==> config.mk <==
export PLATFORM = sky130hd
export DESIGN_NAME = instr_encoder
export DESIGN_NICKNAME = d
export VERILOG_FILES = /design/src/rtl/instr_encoder_pkg.sv /design/src/rtl/instr_pack.sv /design/src/rtl/instr_encoder.sv
export SDC_FILE = /design/constraint.sdc
export NUM_CORES = 1
export LEC_CHECK = 0
export ABC_CLOCK_PERIOD_IN_PS = 2410
export CAP_MARGIN = 20
export CORE_ASPECT_RATIO = 0.7
export CORE_MARGIN = 8
export CORE_UTILIZATION = 45
export DETAILED_ROUTE_END_ITERATION = 8
export PLACE_DENSITY_LB_ADDON = 0.2
export SLEW_MARGIN = 20
export SYNTH_ARGS = -nofsm -noshare
export SYNTH_HDL_FRONTEND = slang
export SYNTH_HIERARCHICAL = 1
export SYNTH_SLANG_ARGS = --single-unit
==> constraint.sdc <==
create_clock -name clk -period 2.41 [get_ports clk]
set_input_delay 0.3615 -clock clk [delete_from_list [all_inputs] [get_ports clk]]
set_output_delay 0.3615 -clock clk [all_outputs]
set_load 0.005 [all_outputs]
==> src/rtl/instr_encoder_pkg.sv <==
// ---------------------------------------------------------------------------
// instr_encoder_pkg : shared kind codes, RV32I opcodes, state encoding. Rev 1.0
// ---------------------------------------------------------------------------
`default_nettype none

package instr_encoder_pkg;

  typedef enum logic [3:0] {
    KIND_R     = 4'd0,
    KIND_I     = 4'd1,
    KIND_L     = 4'd2,
    KIND_S     = 4'd3,
    KIND_B     = 4'd4,
    KIND_LUI   = 4'd5,
    KIND_AUIPC = 4'd6,
    KIND_JAL   = 4'd7,
    KIND_JALR  = 4'd8
  } kind_e;

  typedef enum logic [1:0] {
    ST_IDLE = 2'd0,
    ST_RUN  = 2'd1,
    ST_DONE = 2'd2
  } state_e;

  localparam logic [6:0]  OPC_OP     = 7'b0110011;
  localparam logic [6:0]  OPC_OP_IMM = 7'b0010011;
  localparam logic [6:0]  OPC_LOAD   = 7'b0000011;
  localparam logic [6:0]  OPC_STORE  = 7'b0100011;
  localparam logic [6:0]  OPC_BRANCH = 7'b1100011;
  localparam logic [6:0]  OPC_LUI    = 7'b0110111;
  localparam logic [6:0]  OPC_AUIPC  = 7'b0010111;
  localparam logic [6:0]  OPC_JAL    = 7'b1101111;
  localparam logic [6:0]  OPC_JALR   = 7'b1100111;
  localparam logic [31:0] NOP_WORD   = 32'h0000_0013;

  // True when v is representable as a two's-complement value of 'bits' width.
  function automatic logic fits_signed(input logic [31:0] v, input int unsigned bits);
    logic [31:0] s;
    s = $signed(v) >>> (bits - 1);
    return (s == '0) || (s == '1);
  endfunction

endpackage

`default_nettype wire

==> src/rtl/instr_pack.sv <==
// ---------------------------------------------------------------------------
// instr_pack : combinational descriptor-to-RV32I packing with range checks. Rev 1.0
// ---------------------------------------------------------------------------
`default_nettype none

module instr_pack
  import instr_encoder_pkg::*;
(
  input  logic [3:0]  kind_i,
  input  logic [4:0]  rd_i,
  input  logic [4:0]  rs1_i,
  input  logic [4:0]  rs2_i,
  input  logic [2:0]  funct3_i,
  input  logic        alt_i,
  input  logic [31:0] imm_i,
  output logic [31:0] word_o,
  output logic        imm_err_o,
  output logic        kind_err_o
);

  always_comb begin
    word_o     = '0;
    imm_err_o  = 1'b0;
    kind_err_o = 1'b0;
    case (kind_i)
      KIND_R: begin
        word_o = {1'b0, alt_i, 5'b0, rs2_i, rs1_i, funct3_i, rd_i, OPC_OP};
      end
      KIND_I: begin
        if (funct3_i == 3'b001 || funct3_i == 3'b101) begin
          word_o    = {1'b0, alt_i, 5'b0, imm_i[4:0], rs1_i, funct3_i, rd_i, OPC_OP_IMM};
          imm_err_o = |imm_i[31:5];
        end else begin
          word_o    = {imm_i[11:0], rs1_i, funct3_i, rd_i, OPC_OP_IMM};
          imm_err_o = !fits_signed(imm_i, 12);
        end
      end
      KIND_L: begin
        word_o    = {imm_i[11:0], rs1_i, funct3_i, rd_i, OPC_LOAD};
        imm_err_o = !fits_signed(imm_i, 12);
      end
      KIND_JALR: begin
        word_o    = {imm_i[11:0], rs1_i, 3'b000, rd_i, OPC_JALR};
        imm_err_o = !fits_signed(imm_i, 12);
      end
      KIND_S: begin
        word_o    = {imm_i[11:5], rs2_i, rs1_i, funct3_i, imm_i[4:0], OPC_STORE};
        imm_err_o = !fits_signed(imm_i, 12);
      end
      KIND_B: begin
        word_o    = {imm_i[12], imm_i[10:5], rs2_i, rs1_i, funct3_i,
                     imm_i[4:1], imm_i[11], OPC_BRANCH};
        imm_err_o = !fits_signed(imm_i, 13) || imm_i[0];
      end
      KIND_LUI: begin
        word_o    = {imm_i[31:12], rd_i, OPC_LUI};
        imm_err_o = |imm_i[11:0];
      end
      KIND_AUIPC: begin
        word_o    = {imm_i[31:12], rd_i, OPC_AUIPC};
        imm_err_o = |imm_i[11:0];
      end
      KIND_JAL: begin
        word_o    = {imm_i[20], imm_i[10:1], imm_i[11], imm_i[19:12], rd_i, OPC_JAL};
        imm_err_o = !fits_signed(imm_i, 21) || imm_i[0];
      end
      default: begin
        word_o     = NOP_WORD;
        kind_err_o = 1'b1;
      end
    endcase
  end

endmodule

`default_nettype wire

==> src/rtl/instr_encoder.sv <==
// ---------------------------------------------------------------------------
// instr_encoder : loads descriptor stream into instruction memory as RV32I words. Rev 1.0
// ---------------------------------------------------------------------------
`default_nettype none

module instr_encoder
  import instr_encoder_pkg::*;
#(
  parameter int unsigned       ADDR_W    = 10,
  parameter logic [ADDR_W-1:0] BASE_ADDR = '0
) (
  input  logic              clk,
  input  logic              rst,
  input  logic              start,
  input  logic              in_valid,
  output logic              in_ready,
  input  logic [3:0]        in_kind,
  input  logic [4:0]        in_rd,
  input  logic [4:0]        in_rs1,
  input  logic [4:0]        in_rs2,
  input  logic [2:0]        in_funct3,
  input  logic              in_alt,
  input  logic [31:0]       in_imm,
  input  logic              in_last,
  output logic              imem_we,
  output logic [ADDR_W-1:0] imem_addr,
  output logic [31:0]       imem_wdata,
  output logic              busy,
  output logic              done,
  output logic [ADDR_W:0]   word_count,
  output logic              err_imm,
  output logic              err_kind,
  output logic              err_ovf
);

  localparam logic [ADDR_W-1:0] ADDR_MAX = '1;

  state_e            state_q;
  logic [ADDR_W-1:0] addr_q;
  logic [ADDR_W:0]   count_q;
  logic              we_q;
  logic [31:0]       wdata_q;
  logic              stop_q;
  logic              ovf_pend_q;
  logic              err_imm_q;
  logic              err_kind_q;
  logic              err_ovf_q;

  logic [31:0]       pack_word;
  logic              pack_imm_err;
  logic              pack_kind_err;
  logic              accept;
  logic [ADDR_W-1:0] wr_addr_d;
  logic              ovf_d;

  instr_pack u_pack (
    .kind_i     (in_kind),
    .rd_i       (in_rd),
    .rs1_i      (in_rs1),
    .rs2_i      (in_rs2),
    .funct3_i   (in_funct3),
    .alt_i      (in_alt),
    .imm_i      (in_imm),
    .word_o     (pack_word),
    .imm_err_o  (pack_imm_err),
    .kind_err_o (pack_kind_err)
  );

  assign in_ready = (state_q == ST_RUN) && !stop_q;
  assign accept   = in_valid && in_ready;

  // addr_q advances one edge after each write, so a back-to-back accept targets addr_q+1.
  assign wr_addr_d = we_q ? addr_q + 1'b1 : addr_q;
  assign ovf_d     = accept && !in_last && (wr_addr_d == ADDR_MAX);

  always_ff @(posedge clk) begin
    if (rst) begin
      state_q    <= ST_IDLE;
      addr_q     <= BASE_ADDR;
      count_q    <= '0;
      we_q       <= 1'b0;
      wdata_q    <= '0;
      stop_q     <= 1'b0;
      ovf_pend_q <= 1'b0;
      err_imm_q  <= 1'b0;
      err_kind_q <= 1'b0;
      err_ovf_q  <= 1'b0;
    end else begin
      we_q <= accept;
      if (accept) begin
        wdata_q    <= pack_word;
        err_imm_q  <= err_imm_q | pack_imm_err;
        err_kind_q <= err_kind_q | pack_kind_err;
        if (in_last || ovf_d) stop_q <= 1'b1;
        if (ovf_d) ovf_pend_q <= 1'b1;
      end
      if (we_q) begin
        count_q <= count_q + 1'b1;
        if (addr_q != ADDR_MAX) addr_q <= addr_q + 1'b1;
        if (stop_q) begin
          state_q <= ST_DONE;
          if (ovf_pend_q) err_ovf_q <= 1'b1;
        end
      end
      if (start && state_q != ST_RUN) begin
        state_q    <= ST_RUN;
        addr_q     <= BASE_ADDR;
        count_q    <= '0;
        stop_q     <= 1'b0;
        ovf_pend_q <= 1'b0;
        err_imm_q  <= 1'b0;
        err_kind_q <= 1'b0;
        err_ovf_q  <= 1'b0;
      end
    end
  end

  assign imem_we    = we_q;
  assign imem_addr  = addr_q;
  assign imem_wdata = wdata_q;
  assign busy       = (state_q == ST_RUN);
  assign done       = (state_q == ST_DONE);
  assign word_count = count_q;
  assign err_imm    = err_imm_q;
  assign err_kind   = err_kind_q;
  assign err_ovf    = err_ovf_q;

endmodule

`default_nettype wire

Yosys cells after proc, flatten, opt, wreduce, memory -nomap -nowiden
Cells that the tools add are included.
Operators by class
  $add $sub $neg: 2
  eq/ne operators: 18
  muxes and demuxes: 9
  bitwise logic cells: 2
  reduce and logical (&&, ||, !) cells: 35
Operator list (count)
  $pmux 32 s9: 1
  $eq 32x32->1 const B: 3
  $logic_not 32->1: 3
  $mux 32: 1
  $reduce_or 27->1: 1
  $eq 4x3->1 const B: 4
  $reduce_or 12->1: 1
  $add 11x1->11 const B: 1
  $add 10x1->10 const B: 1
  $eq 10x10->1 const B: 1
  $mux 10: 1
  $ne 10x10->1 const B: 1
  $reduce_and 2->1: 5
  $reduce_or 9->1: 1
  $eq 4x2->1 const B: 2
  $logic_or 1x1->1: 7
  $logic_and 1x1->1: 5
  $logic_not 1->1: 5
  $mux 1: 5
  $pmux 1 s5: 1
  $eq 4x1->1 const B: 1
  $eq 4x4->1 const B: 1
  $logic_not 4->1: 1
  $reduce_bool 2->1: 2
  other kinds (9): 11
Word-level totals
  register bits: 61
  output and inout bits: 60

Longest topological paths before layout
Gate-level depths: netlist of run 1.
  word-level depth: 7
  gate-level depth with buffers: 9
  gate-level depth less buffers: 7

By module
Netlist of run 1, hierarchy kept.
Modules (own cells, without submodules)
  instr_encoder: instances 1, cells each 305, area each 2512.4 µm²
  instr_pack: instances 1, cells each 159, area each 1031.0 µm²

Worst setup path after synthesis of run 1
OpenSTA, ideal clock, no wires.
  kind: input -> register
  start: in in_imm[7]
  end: reg err_imm_q, in the netlist err_imm
  setup time: 120 ps
  arrival: 1889 ps
  required time: 2290 ps
  setup slack: 401 ps
  stages on the path: 7
  path buffers: 0
  cell sequence: or4_4 nor4_4 o32ai_1 or3_1 a221o_1 a21oi_1 nor2_1
Between the ends
  cells in the longest elaborated chain, start to end: 4
  elaborated cells between the ends (all ways): 5
RTL lines
  from (decl): line instr_encoder.sv:23  | input logic [31:0] in_imm,
  $reduce_or 27->1: line instr_pack.sv:32  | imm_err_o = |imm_i[31:5];
  $mux 1: line instr_pack.sv:30  | if (funct3_i == 3'b001 || funct3_i == 3'b101) begin
  $pmux 1 s5 *: line instr_pack.sv:25  | case (kind_i)
  via pack_imm_err: line instr_encoder.sv:50  | logic pack_imm_err;
  $or 1x1->1 *: line instr_encoder.sv:92  | err_imm_q <= err_imm_q | pack_imm_err;
  to (signal assigned): line instr_encoder.sv:92
  to (decl): line instr_encoder.sv:45  | logic err_imm_q;
Mark *: on every way through the listed nets, which the timed path passes. The rest lies on a longest branch.
A chain may end at the register's enable or synchronous reset.

Final worst setup path of run 1
Ends and elaborated chain as after synthesis.

==> impl_metrics.py, run 1 <==
metrics = {
    "setup_path": {
        "arrival_ps": 2500,
        "crit_required_ps": 2660,
        "crit_type": "input port to register",
        "cp_max_fo": 2,
        "startpoint_type": "input port",
        "endpoint_kind": "register",
        "worst_r2r_path_depth": 6,
    },
    "yosys": {
        "netlist_area_mm2": 0.003543,
        "yosys_warnings": 6,
        "synth-edff-count": 0,
        "yosysSeqAreaShare_pct": 34.46,
        "ys_seq_elements": 61,
        "ys_async_sr_fraction_pct": 0,
        "synth.cells.most_frequent": "89 x nand2_1, 61 x dfxtp_1, 55 x a21oi_1",
        "synth_cell_types": 61,
        "synth_top_cell_by_area": "dfxtp_1",
        "synth_area_leaders": "dfxtp_1 34%, nand2_1 9.4%, a21oi_1 7.8%",
        "post-synth-top-count-cell": "nand2_1",
        "synth_cells": 464,
        "synth.top_cell.area_share_pct": 34.46,
        "ys.flop_type": "dfxtp_1",
        "avgSynthCellArea_um2": 7.637,
    },
    "detailed_routing": {
        "vias": 3938,
        "vias_per_cell": 5.477,
        "drt_iter0_drc": 284,
        "routed_wl_mm": 12.08,
        "wire_per_inst_um": 16.80,
        "drc_errors": 0,
        "drt_first_pass_iters": 5,
        "drtAntennaViolNets": 0,
    },
    "final_layout": {
        "nets": 675,
        "fill_cells": 673,
        "area_growth_pct": 48.09,
        "diodes": 0,
        "multi_input_area_mm2": 0.002096,
        "register_area_mm2": 0.001221,
        "drive_gt1_share_pct": 12.62,
        "final_util_pct": 67.83,
        "final_cells": 719,
    },
    "floorplanning": {
        "die_w_um": 122.1,
        "start_util_pct": 45.80,
        "core_mm2": 0.007736,
        "dieArea_mm2": 0.01101,
        "rows": 27,
        "dieHeight_um": 90.24,
        "io_pins": 120,
    },
    "sta": {
        "relSlewSlack_pct": 63.25,
        "fin_crit_sh_pct": 93.34,
        "finalClockSkew_ps": 11.10,
        "clock.fmax_mhz": 444.5,
        "rsz0062_at_grt": "no",
        "drv_slew": 0,
        "hold_viol": 0,
        "worst_pin_slew_ps": 550.5,
        "min_period_ps": 2250,
        "setup_viol": 0,
    },
    "power": {
        "power.density_mw_per_mm2": 463.7,
        "power.total_mw": 2.433,
        "ir_drop_uv": 367.1,
        "power_leakage_nw": 1.966,
    },
    "global_route": {
        "antenna_found_initial": 0,
        "globalRouteTotalUtil_pct": 21.80,
        "gr-total-overflow": 0,
        "grt_pass1_wl_mm": 19.59,
        "grt_pass1_vias": 3893,
        "grt_max_degree": 24,
    },
    "clocking": {
        "clk-insertion-delay-late_ps": 350,
        "tritoncts": "built",
        "numCtsBuffers": 9,
        "cts_sinks": 61,
        "post_cts_buffers": 0,
        "cts_resized": 0,
        "clk_pin_slew_worst_paths_ps": 80,
        "cts_root_buf": "clkbuf_8",
        "clockBufferDepth": 2,
        "htree_levels": 3,
        "holdBufCountCts": 0,
    },
    "place": {
        "hpwl_mm": 9.661,
        "io_buffers": 119,
        "place.gp.congestion": 0.8516,
        "dp_cells": 703,
    },
    "job": {
        "drv_cap": 0,
    },
    "outcome": {
        "status": "finished, final reports clean",
    },
    "min_path": {
        "whs_path_depth": 2,
        "hold_path_class": "register to register",
    },
}
per-layer routing:
layer / global-route usage [%] / share of wire (%) / up-vias / routed length (µm)
met5: 0 / 0 / - / 0
met4: 7.280 / 1.5 / 0 / 180
met3: 7.308 / 9.1 / 14 / 1105
met2: 32.86 / 44 / 160 / 5300
met1: 28.40 / 45 / 1821 / 5496
li1: - / - / 1943 / -
kinds of logic after synthesis:
logic type | share of synthesized area (%)
adders and majority gates | 0.7061
and+or+nand+nor | 27.40
xor gates and xnor gates | 4.696
buffers and inverters | 6.497
muxes | 3.461
DFF | 34.46
other | 0.1058
AOI/OAI and AO/OA | 22.67
registers in the layout, indices dropped and copies added (netlist names):
name,cells
ovf_pend_q,1
state_q,2
imem_addr,10
err_imm,1
err_ovf,1
imem_wdata,32
imem_we,1
err_kind,1
stop_q,1
word_count,11
layout make-up:
class	count	area share (%)
multi-input combinational	360	39.94
tap	101	2.408
inverter	12	0.8584
clock buffer	12	2.766
sequential	61	23.27
timing repair buffer	169	29.85
clock inverter	4	0.9061
stage by stage:
stage / cell area [µm²] / hold WS (ps) / setup WS [ps] / setup TNS, ps
floorplan: 3547 / 426.8 / 401.0 / 0
global placement: 5055 / 440.7 / -162.1 / -162.1
detailed placement: 5055 / 449.8 / -178.6 / -178.6
CTS: 5248 / 458.7 / 193.9 / 0
global route: 5248 / 479.5 / 89.10 / 0
finish: 5248 / 455.6 / 160.5 / 0
worst max-delay path, stage by stage:
cell,delay (ps)
clkdlybuf4s50_1,440
or4_4,560
nor4_4,190
a21boi_1,110
or3_1,370
a221o_1,270
a21oi_1,140
nor2_1,50
cell usage in the layout (no fill, tap or decap), types with 4 or more instances in the layout:
| master | instances |
|---|---|
| nand2_1 | 89 |
| xor2_1 | 14 |
| clkbuf_8 | 10 |
| a222oi_1 | 4 |
| mux2i_1 | 10 |
| and2_1 | 5 |
| buf_4 | 50 |
| clkdlybuf4s50_1 | 119 |
| dfxtp_1 | 61 |
| o21ai_0 | 14 |
| a22o_1 | 14 |
| nand3_1 | 4 |
| nand3_2 | 4 |
| a221oi_1 | 5 |
| nor2_1 | 50 |
| xnor2_1 | 5 |
| a21oi_1 | 55 |
| nand4_1 | 14 |
| inv_1 | 11 |
| o21ai_1 | 4 |
| nand2b_1 | 7 |
report_power, final:
group          internal, mW  switching, mW  total [mW]
combinational         0.259          0.228       0.487
clock                 0.503          0.398       0.901
sequential             1.03         0.0158        1.04
final timing paths:
check,start,endpoint,slack [ps]
setup / recovery,in_imm[7],err_imm$_SDFFE_PP0P_,160
hold / removal,ovf_pend_q$_SDFFE_PP0P_,ovf_pend_q$_SDFFE_PP0P_,460
setup reg to reg,imem_addr[0]$_SDFFE_PP0P_,imem_addr[5]$_SDFFE_PP0P_,560
hold reg to reg,ovf_pend_q$_SDFFE_PP0P_,ovf_pend_q$_SDFFE_PP0P_,460
Note: power is estimated with default switching activity, not from simulation.
==> inputs of run 2 (changes only) <==
- GPL_TIMING_DRIVEN: unset -> 0
- SLEW_MARGIN: 20 -> 0
==> impl_metrics.py, run 2 (synthesis gave the netlist of run 1 again) <==
metrics = {
    "detailed_routing": {
        "wire_per_inst_um": 17.37,
        "drtAntennaViolNets": 0,
        "vias_per_cell": 5.592,
        "vias": 3903,
        "routed_wl_mm": 12.13,
        "drt_iter0_drc": 367,
        "drc_errors": 0,
        "drt_first_pass_iters": 5,
    },
    "clocking": {
        "clockBufferDepth": 2,
        "cts_sinks": 61,
        "clk_pin_slew_worst_paths_ps": 70,
        "cts_root_buf": "clkbuf_8",
        "clk-insertion-delay-late_ps": 340,
        "numCtsBuffers": 9,
        "htree_levels": 3,
        "tritoncts": "built",
        "post_cts_buffers": 0,
        "holdBufCountCts": 0,
    },
    "global_route": {
        "gr-total-overflow": 0,
        "grt_pass1_wl_mm": 19.14,
        "grt_max_degree": 13,
        "globalRouteTotalUtil_pct": 21.26,
        "grt_pass1_vias": 3731,
        "antenna_found_initial": 0,
    },
    "final_layout": {
        "final_util_pct": 65.65,
        "diodes": 0,
        "drive_gt1_share_pct": 8.878,
        "post-route-cell-area_mm2": 0.005079,
        "largest_reg_flops": 32,
        "nets": 654,
        "final_cell_mix": "112 x clkdlybuf4s50_1, 89 x nand2_1, 61 x dfxtp_1, 54 x a21oi_1, 49 x nor2_1",
        "fill_cells": 707,
        "layout_commonest_cell": "clkdlybuf4s50_1",
        "area_growth_pct": 43.33,
    },
    "setup_path": {
        "arrival_ps": 2510,
        "crit_required_ps": 2630,
        "rr_startpoint": "imem_addr[0]$_SDFFE_PP0P_",
        "endpoint_kind": "register",
        "cp_max_fo": 10,
        "cp-startpoint": "in_kind[0]",
        "startpoint_type": "input port",
        "crit_type": "input port to register",
    },
    "floorplanning": {
        "die_w_um": 122.1,
        "io_pins": 120,
        "dieArea_mm2": 0.01101,
        "dieHeight_um": 90.24,
        "core_mm2": 0.007736,
        "rows": 27,
        "start_util_pct": 45.80,
    },
    "min_path": {
        "min_from": "rst",
        "hold_path_class": "input port to register",
    },
    "power": {
        "ir_drop_uv": 363.3,
        "power.total_mw": 2.513,
        "pwr-share-clk_pct": 40.5,
        "power_leakage_nw": 1.863,
        "power.internal_mw": 1.838,
        "seqPwrFrac_pct": 41.5,
        "p_switching_mw": 0.6750,
        "p_sw_share_pct": 26.86,
        "power.density_mw_per_mm2": 494.8,
        "combPwrFrac_pct": 18.0,
    },
    "place": {
        "place.gp.congestion": 0.9128,
        "place_ws_ps": -369.7,
        "postPlaceCellArea_mm2": 0.004835,
        "io_buffers": 116,
        "hpwl_mm": 9.583,
    },
    "sta": {
        "relSlewSlack_pct": 56.56,
        "finalClockSkew_ps": 7.346,
        "clock.fmax_mhz": 435.3,
        "setup_slack_ps": 112.7,
        "worst_pin_slew_ps": 647.2,
        "setup_viol": 0,
        "rsz0062_at_grt": "no",
        "hold_viol": 0,
        "drv_slew": 0,
        "min_period_ps": 2297,
        "fin_crit_sh_pct": 95.33,
    },
    "job": {
        "drv_cap": 0,
    },
    "outcome": {
        "status": "finished, final reports clean",
    },
}
[run 2: cell count changes in the layout (fill, tap and decap cells not counted), sizes merged, moves of 3 or more]
cell,change
buf,-28
dlymetal6s2s,+3
clkbuf,+7
clkdlybuf4s50,-7
[run 2: path summary, 6_finish.rpt]
path,to,slack (ps),depth (start not counted)
min,imem_wdata[11]$_SDFFE_PP0P_,460,2
min reg2reg,imem_wdata[22]$_SDFFE_PP0P_,460,2
max reg2reg,ovf_pend_q$_SDFFE_PP0P_,630,6
max,err_imm$_SDFFE_PP0P_,110,9
[run 2: worst max-delay path, cell delays in order]
cell	delay (ps)
clkdlybuf4s50_1	500
buf_6	190
or2_2	350
a22oi_1	230
a211oi_1	70
or3_1	310
a221o_1	310
a21oi_2	140
nor2_1	50
[run 2: power by group through the flow]
stage | clock network [mW] | logic, mW | registers (mW)
2_1_floorplan | 0 | 0.215 | 1.07
3_3_place_gp | 0 | 0.441 | 1.07
3_5_place_dp | 0 | 0.444 | 1.07
4_1_cts | 1.04 | 0.446 | 1.04
5_1_grt | 1.09 | 0.485 | 1.05
6_report | 1.02 | 0.452 | 1.04
[run 2: timing repair]
item	4_1_cts	5_1_grt
gates resized for setup	1	7
pin swaps	0	5
endpoints found under the setup margin	1	11
[run 2: per-stage QoR]
step	TNS, ps	std cells	hold WS [ps]
final	0	698	455.4
after global routing	0	698	438.8
after CTS	0	698	418.8
after detailed placement	-3333	682	449.4
after global placement	-3101	682	441.0
after floorplan	0	465	426.8
[run 2: metal layers]
layer  up-vias  wire [µm]  track usage, %
li1       1901          -               -
met1      1823       5543           28.06
met2       175       5423           32.86
met3         4       1120           6.683
met4         0         37           4.954
met5         -          0               0
[run 2: cell type report]
type / count / area (µm²) / area share, %
inverters: 12 / 45.04 / 0.8869
clock buffers: 9 / 123.9 / 2.439
multi-input cells: 360 / 2111 / 41.56
plain buffers: 32 / 185.2 / 3.646
clock inverters: 7 / 98.84 / 1.946
well taps: 101 / 126.4 / 2.488
flip-flops and latches: 61 / 1221 / 24.05
repair buffers: 116 / 1167 / 22.99
